File: src/rtl/regfile_pkg.sv
// Shared register-file definitions: default widths and the write-port
// resolution used by the bypass path, the scoreboard and the writeback unit.
package regfile_pkg;

    localparam int DATA_W_DEF = 32;
    localparam int ADDR_W_DEF = 5;
    localparam int MAX_PORTS  = 16;
    localparam int MAX_ADDR_W = 16;
    localparam int PORT_W     = 4;

    typedef struct packed {
        logic              hit;
        logic [PORT_W-1:0] port;
    } wr_win_t;

    // Callers zero-extend their port vectors to the MAX_* sizes. The scan
    // runs upward, so the last matching port (highest index) wins.
    function automatic wr_win_t resolve_write(
        input logic [MAX_PORTS-1:0]            en,
        input logic [MAX_PORTS*MAX_ADDR_W-1:0] addrs,
        input logic [MAX_ADDR_W-1:0]           target,
        input logic                            zero_reg
    );
        wr_win_t win;
        win = '0;
        for (int j = 0; j < MAX_PORTS; j++) begin
            if (en[j] && addrs[j*MAX_ADDR_W +: MAX_ADDR_W] == target &&
                !(zero_reg && target == '0)) begin
                win.hit  = 1'b1;
                win.port = PORT_W'(j);
            end
        end
        return win;
    endfunction

endpackage

File: src/rtl/regfile_scoreboard.sv
// Per-register pending bits for the issue stage: claims set, writebacks clear,
// and a same-cycle claim beats the completing write.
module regfile_scoreboard
    import regfile_pkg::*;
#(
    parameter int ADDR_W   = ADDR_W_DEF,
    parameter int NUM_RD   = 2,
    parameter int NUM_WR   = 2,
    parameter int ZERO_REG = 1,
    parameter int BYPASS   = 1
) (
    input  logic                     clk,
    input  logic                     rst_n,
    input  logic [NUM_RD*ADDR_W-1:0] rd_addr,
    input  logic [NUM_WR-1:0]        wr_en,
    input  logic [NUM_WR*ADDR_W-1:0] wr_addr,
    input  logic                     claim_en,
    input  logic [ADDR_W-1:0]        claim_addr,
    output logic [NUM_RD-1:0]        rd_pending,
    output logic                     any_pending
);

    localparam int DEPTH = 2 ** ADDR_W;

    logic [DEPTH-1:0]                pend;
    logic [DEPTH-1:0]                pend_nxt;
    logic [MAX_PORTS-1:0]            en_ext;
    logic [MAX_PORTS*MAX_ADDR_W-1:0] addrs_ext;

    assign en_ext = MAX_PORTS'(wr_en);

    always_comb begin
        addrs_ext = '0;
        for (int j = 0; j < NUM_WR; j++)
            addrs_ext[j*MAX_ADDR_W +: MAX_ADDR_W] = MAX_ADDR_W'(wr_addr[j*ADDR_W +: ADDR_W]);
    end

    always_comb begin
        pend_nxt = pend;
        for (int j = 0; j < NUM_WR; j++) begin
            if (wr_en[j] && !(ZERO_REG != 0 && wr_addr[j*ADDR_W +: ADDR_W] == '0))
                pend_nxt[wr_addr[j*ADDR_W +: ADDR_W]] = 1'b0;
        end
        // Claim applied last: a newly issued producer overrides the one completing.
        if (claim_en && !(ZERO_REG != 0 && claim_addr == '0))
            pend_nxt[claim_addr] = 1'b1;
    end

    always_ff @(posedge clk) begin
        if (!rst_n)
            pend <= '0;
        else
            pend <= pend_nxt;
    end

    assign any_pending = rst_n && (|pend);

    for (genvar i = 0; i < NUM_RD; i++) begin : g_rd
        logic [ADDR_W-1:0] addr;
        wr_win_t           win;
        assign addr = rd_addr[i*ADDR_W +: ADDR_W];
        assign win  = resolve_write(en_ext, addrs_ext, MAX_ADDR_W'(addr), ZERO_REG != 0);
        // A same-cycle write makes the value available through bypass.
        assign rd_pending[i] = rst_n && pend[addr] && !(BYPASS != 0 && win.hit);
    end

endmodule

File: src/rtl/multiport_register_file.sv
// Parametrised multi-port register file with write-to-read bypass, optional
// hardwired zero register and an issue-stage pending scoreboard.
module multiport_register_file
    import regfile_pkg::*;
#(
    parameter int DATA_W   = DATA_W_DEF,
    parameter int ADDR_W   = ADDR_W_DEF,
    parameter int NUM_RD   = 2,
    parameter int NUM_WR   = 2,
    parameter int ZERO_REG = 1,
    parameter int BYPASS   = 1
) (
    input  logic                     clk,
    input  logic                     rst_n,
    input  logic [NUM_RD*ADDR_W-1:0] rd_addr,
    output logic [NUM_RD*DATA_W-1:0] rd_data,
    output logic [NUM_RD-1:0]        rd_pending,
    input  logic [NUM_WR-1:0]        wr_en,
    input  logic [NUM_WR*ADDR_W-1:0] wr_addr,
    input  logic [NUM_WR*DATA_W-1:0] wr_data,
    input  logic                     claim_en,
    input  logic [ADDR_W-1:0]        claim_addr,
    output logic                     any_pending
);

    localparam int DEPTH = 2 ** ADDR_W;

    if (NUM_RD < 1 || NUM_WR < 1 || NUM_WR > MAX_PORTS || ADDR_W > MAX_ADDR_W) begin : g_bad_cfg
        $error("multiport_register_file: unsupported port count or address width");
    end

    logic [DATA_W-1:0]               mem [DEPTH];
    logic [MAX_PORTS-1:0]            en_ext;
    logic [MAX_PORTS*MAX_ADDR_W-1:0] addrs_ext;

    assign en_ext = MAX_PORTS'(wr_en);

    always_comb begin
        addrs_ext = '0;
        for (int j = 0; j < NUM_WR; j++)
            addrs_ext[j*MAX_ADDR_W +: MAX_ADDR_W] = MAX_ADDR_W'(wr_addr[j*ADDR_W +: ADDR_W]);
    end

    // Ports are applied in ascending order so the highest-index port lands last.
    always_ff @(posedge clk) begin
        if (!rst_n) begin
            for (int k = 0; k < DEPTH; k++)
                mem[k] <= '0;
        end else begin
            for (int j = 0; j < NUM_WR; j++) begin
                if (wr_en[j] && !(ZERO_REG != 0 && wr_addr[j*ADDR_W +: ADDR_W] == '0))
                    mem[wr_addr[j*ADDR_W +: ADDR_W]] <= wr_data[j*DATA_W +: DATA_W];
            end
        end
    end

    for (genvar i = 0; i < NUM_RD; i++) begin : g_rd
        logic [ADDR_W-1:0] addr;
        logic [DATA_W-1:0] data;
        wr_win_t           win;
        assign addr = rd_addr[i*ADDR_W +: ADDR_W];
        assign win  = resolve_write(en_ext, addrs_ext, MAX_ADDR_W'(addr), ZERO_REG != 0);
        always_comb begin
            if (BYPASS != 0 && win.hit)
                data = wr_data[int'(win.port)*DATA_W +: DATA_W];
            else if (!rst_n || (ZERO_REG != 0 && addr == '0))
                data = '0;
            else
                data = mem[addr];
        end
        assign rd_data[i*DATA_W +: DATA_W] = data;
    end

    regfile_scoreboard #(
        .ADDR_W   (ADDR_W),
        .NUM_RD   (NUM_RD),
        .NUM_WR   (NUM_WR),
        .ZERO_REG (ZERO_REG),
        .BYPASS   (BYPASS)
    ) u_scoreboard (
        .clk         (clk),
        .rst_n       (rst_n),
        .rd_addr     (rd_addr),
        .wr_en       (wr_en),
        .wr_addr     (wr_addr),
        .claim_en    (claim_en),
        .claim_addr  (claim_addr),
        .rd_pending  (rd_pending),
        .any_pending (any_pending)
    );

endmodule

File: config.mk
export PLATFORM = sky130hd
export DESIGN_NAME = multiport_register_file
export DESIGN_NICKNAME = d
export VERILOG_FILES = /design/src/rtl/regfile_pkg.sv /design/src/rtl/regfile_scoreboard.sv /design/src/rtl/multiport_register_file.sv
export SDC_FILE = /design/constraint.sdc
export NUM_CORES = 2
export LEC_CHECK = 0
export CAP_MARGIN = 20
export CORE_UTILIZATION = 40
export CTS_BUF_LIST = sky130_fd_sc_hd__clkbuf_2
export CTS_CLUSTER_SIZE = 8
export DETAILED_ROUTE_END_ITERATION = 8
export GPL_TIMING_DRIVEN = 0
export PLACE_DENSITY = 0.62
export SLEW_MARGIN = 0
export SYNTH_ARGS = -nofsm -noshare
export SYNTH_HDL_FRONTEND = slang
export SYNTH_HIERARCHICAL = 1
export SYNTH_SLANG_ARGS = --single-unit
File: constraint.sdc
create_clock -name clk -period 4.3 [get_ports clk]
set_input_delay 0.43 -clock clk [delete_from_list [all_inputs] [get_ports clk]]
set_output_delay 0.43 -clock clk [all_outputs]
set_load 0.01 [all_outputs]
==> key figures <==
Placement
  – Post-DP Area: ~68,000 µm²
  – Post-Place Cells: ~6,600
  – Port buffer count: between 80 and 90
  – DP HPWL: 222,000 µm
  – Gp weighted congestion: 1.09

STA
  – Fin. max-slew vios: 0
  – Worst rel slew slack: 14.1%
  – Clock skew: 0 ns
  – Final WS setup: -0.224 ns
  – Tcrit/Tclk final: 105%
  – RSZ-0062 raised after global routing: true
  – Number of setup violations in the final report: roughly 40
  – Hold Vio Cnt, Final: 0
  – Fmax: roughly 0.22 GHz
  – Crit path time final: ~4.5 ns
  – Least-Margin Pin Slew: between 1 and 1.5 ns

Floorplanning
  – Num ports: 161
  – Die W: 399 µm
  – Row count: roughly 150
  – Initial Util: ~40%
  – Die area: ~160,000 µm²
  – DIE HEIGHT: about 400 µm
  – Placeable core area: ~160,000 µm²

Worst setup path
  – R2R cell count: 8
  – Worst EP arrival: 4.09 ns
  – Setup slack, reg-to-reg: 1.11 ns
  – WS Path Type: register to primary output
  – Worst Path Required: between 3 and 4 ns
  – Reg-to-reg endpoint: u_scoreboard/pend[28]
  – RR Startpoint: u_scoreboard/pend[28]
  – CP Capture Type: primary output
  – Setup crit start kind: register
  – CP Max Fanout: 2

Route
  – Post-DRT Antenna Nets: 0
  – Initial DRC Count: between 8,000 and 9,000
  – Total number of vias: 53,200
  – Post-DR vias/cell: 7.22
  – # DRC: 0
  – Initial DRT Pass Iterations: 6
  – DR WL/cell: ~42 µm
  – Total Routed Length: roughly 310,000 µm

Clock tree
  – Clock transition at path regs: around 0.12 ns
  – Root buf cell: clkbuf_2
  – CTS tree: yes
  – Worst skew pair latency: around 1.8 ns
  – Clock Tree Buf Depth: 4
  – Num CTS Buffers: between 300 and 400
  – Clock sink total: roughly 1,100
  – H-tree levels: 5

Hold path
  – Worst Hold End: mem[17][0]
  – Hold path cells: 4
  – Worst hold path class: input port to register
  – Worst Hold Launch: wr_addr[9]

Job
  – Max_cap viols: 0

Status
  – Status: finished with violations
  – Failing checks: negative setup slack

Global routing
  – Largest net degree at the start of global routing: 25
  – Vias in the first global route: 51,000
  – Tot GR Track Use: between 30% and 40%
  – Global-route wire length before repair: roughly 410,000 µm
  – GRT overflow: 0
  – Initial antenna violation count: 27

Synthesis
  – Async S/R FF share, synth: 0%
  – Post-synthesis compound-gate area fraction: between 15 and 20%
  – Synthesis-stage register bit count: about 1,100
  – Synth Area in Adders: 0%
  – Post-synthesis sequential area ratio: 49.8%
  – Mux cell area share after synthesis: roughly a fifth
  – Main combinational cell family by area after synthesis: multiplexers
  – Distinct cells, synth: 73
  – Mapped Cells: roughly 4,400
  – Synth Area in Simple Gates: under 10%
  – Number of enable flip-flop cells after synthesis: roughly 1,000
  – Cell Area, Synth: around 63,000 µm²
  – Post-synthesis xor/xnor area fraction: less than 1%
  – Average cell area after synthesis: around 14 µm²
  – Top_reg_cell synth: edfxtp_1
  – Ys Warns: 6

Power and ir drop
  – Pwr per Cell Area: 331 nW/µm²
  – Leakage: between 20 and 30 nW
  – Worst vdd ir: roughly 0.3 mV

Layout
  – Layout area overhead: 18.4%
  – Final net count: between 5,000 and 6,000
  – Most frequent cells in the layout: 1,042 x a22o_1, 1,024 x edfxtp_1, 525 x mux4_2
  – Layout cells sized above 1: 30.7%
  – Final non-filler cell area: 74,700 µm²
  – Finished Layout Cells: between 7,000 and 8,000
  – Final-layout fill cell count: roughly 14,000
  – Most common cell after layout, fill and taps aside: a22o_1
-- stage by stage --
stage / TNS, ns / setup WS, ns / hold WS (ns) / utilization, % / total power (W)
5_1_grt: -3.10 / -0.208 / -0.0252 / 47.7 / 0.0252
3_3_place_gp: -2249.89 / -3.06 / 0.534 / 42.6 / 0.0166
2_1_floorplan: 0 / 0.992 / 0.468 / - / 0.0147
4_1_cts: -5.23 / -0.234 / 0.000586 / 47.6 / 0.0244
6_report: -2.37 / -0.224 / 0.00696 / 47.8 / 0.0247
3_5_place_dp: -1007.99 / -1.90 / 0.527 / 43.6 / 0.0168
-- where the power goes --
| group | switching, W | total [W] | internal [W] |
|---|---|---|---|
| registers | 0.000328 | 0.0122 | 0.0119 |
| logic | 0.00310 | 0.00507 | 0.00197 |
| clock network | 0.00475 | 0.00748 | 0.00273 |
-- synth_stat cells, types with 32 or more instances --
cell type / n / area share [%]
a22o_1: 1047 / 15
buf_2: 81 / 0.64
mux2_2: 56 / 1.0
nor4_1: 48 / 0.48
clkbuf_1: 483 / 2.9
buf_1: 62 / 0.37
nand2_1: 114 / 0.68
mux4_2: 525 / 19
buf_4: 54 / 0.64
nor2_1: 142 / 0.84
a22oi_1: 52 / 0.62
a221oi_1: 34 / 0.47
nor2b_1: 38 / 0.38
nand3b_1: 44 / 0.52
dfxtp_1: 32 / 1.0
o21ai_0: 57 / 0.45
mux2i_1: 91 / 1.4
edfxtp_1: 1024 / 49
nor3_1: 70 / 0.56
a2111oi_2: 37 / 0.88
-- worst max path at each step --
stage               startpoint     endpoint  slack [ns]
CTS                 mem[11][1]   rd_data[1]       -0.23
floorplan                rst_n   mem[28][0]        0.99
global placement         rst_n  rd_data[33]       -3.06
finish              mem[3][29]  rd_data[29]       -0.22
global route        mem[3][29]  rd_data[29]       -0.21
detailed placement       rst_n  rd_data[41]       -1.90
-- timing repair --
item	in CTS	in global routing
pin swaps	123	52
resized for setup	630	34
hold endpoints to repair	1068	0
buffers inserted	17	4
hold buffers	179	0
gates cloned	0	0
setup endpoints to repair	64	64
-- logic make-up after synthesis --
logic type	Yosys count
AO/OA/AOI/OAI	1306
flip-flops	1056
buffers and inverters	727
multiplexers	677
AND/OR/NAND/NOR	569
XOR/XNOR	40
other	1
-- layout make-up --
| cell class | instances | area [µm²] | share of cell area (%) |
|---|---|---|---|
| multi-input combinational | 2624 | 30500 | 40.9 |
| clock inverter | 79 | 370 | 0.496 |
| tap | 2058 | 2570 | 3.45 |
| inverter | 18 | 67.6 | 0.0904 |
| buffer | 707 | 3500 | 4.68 |
| sequential | 1056 | 31400 | 42.0 |
| clock buffer | 421 | 2110 | 2.82 |
| timing repair buffer | 370 | 4100 | 5.49 |
| antenna | 25 | 62.6 | 0.0837 |
-- metal layers --
metal | GRT usage [%] | vias to the layer above | wire (µm)
li1 | - | 20000 | -
met1 | 46.1 | 26700 | 104000
met2 | 53.4 | 5226 | 126000
met3 | 17.0 | 1203 | 50200
met4 | 26.0 | 10 | 25400
met5 | 0 | - | 56
-- worst max-delay path, stage by stage (launching register included) --
cell	delay [ns]
edfxtp_1	0.41
mux4_2	0.50
a22o_1	0.23
a221oi_4	0.36
nor4b_4	0.49
a2111oi_4	0.12
buf_2	0.19
-- registers in the layout, indices dropped and copies added (netlist names) --
| register | flops |
|---|---|
| u_scoreboard/pend | 32 |
| mem | 1024 |
Note: power is estimated with default switching activity, not from simulation.
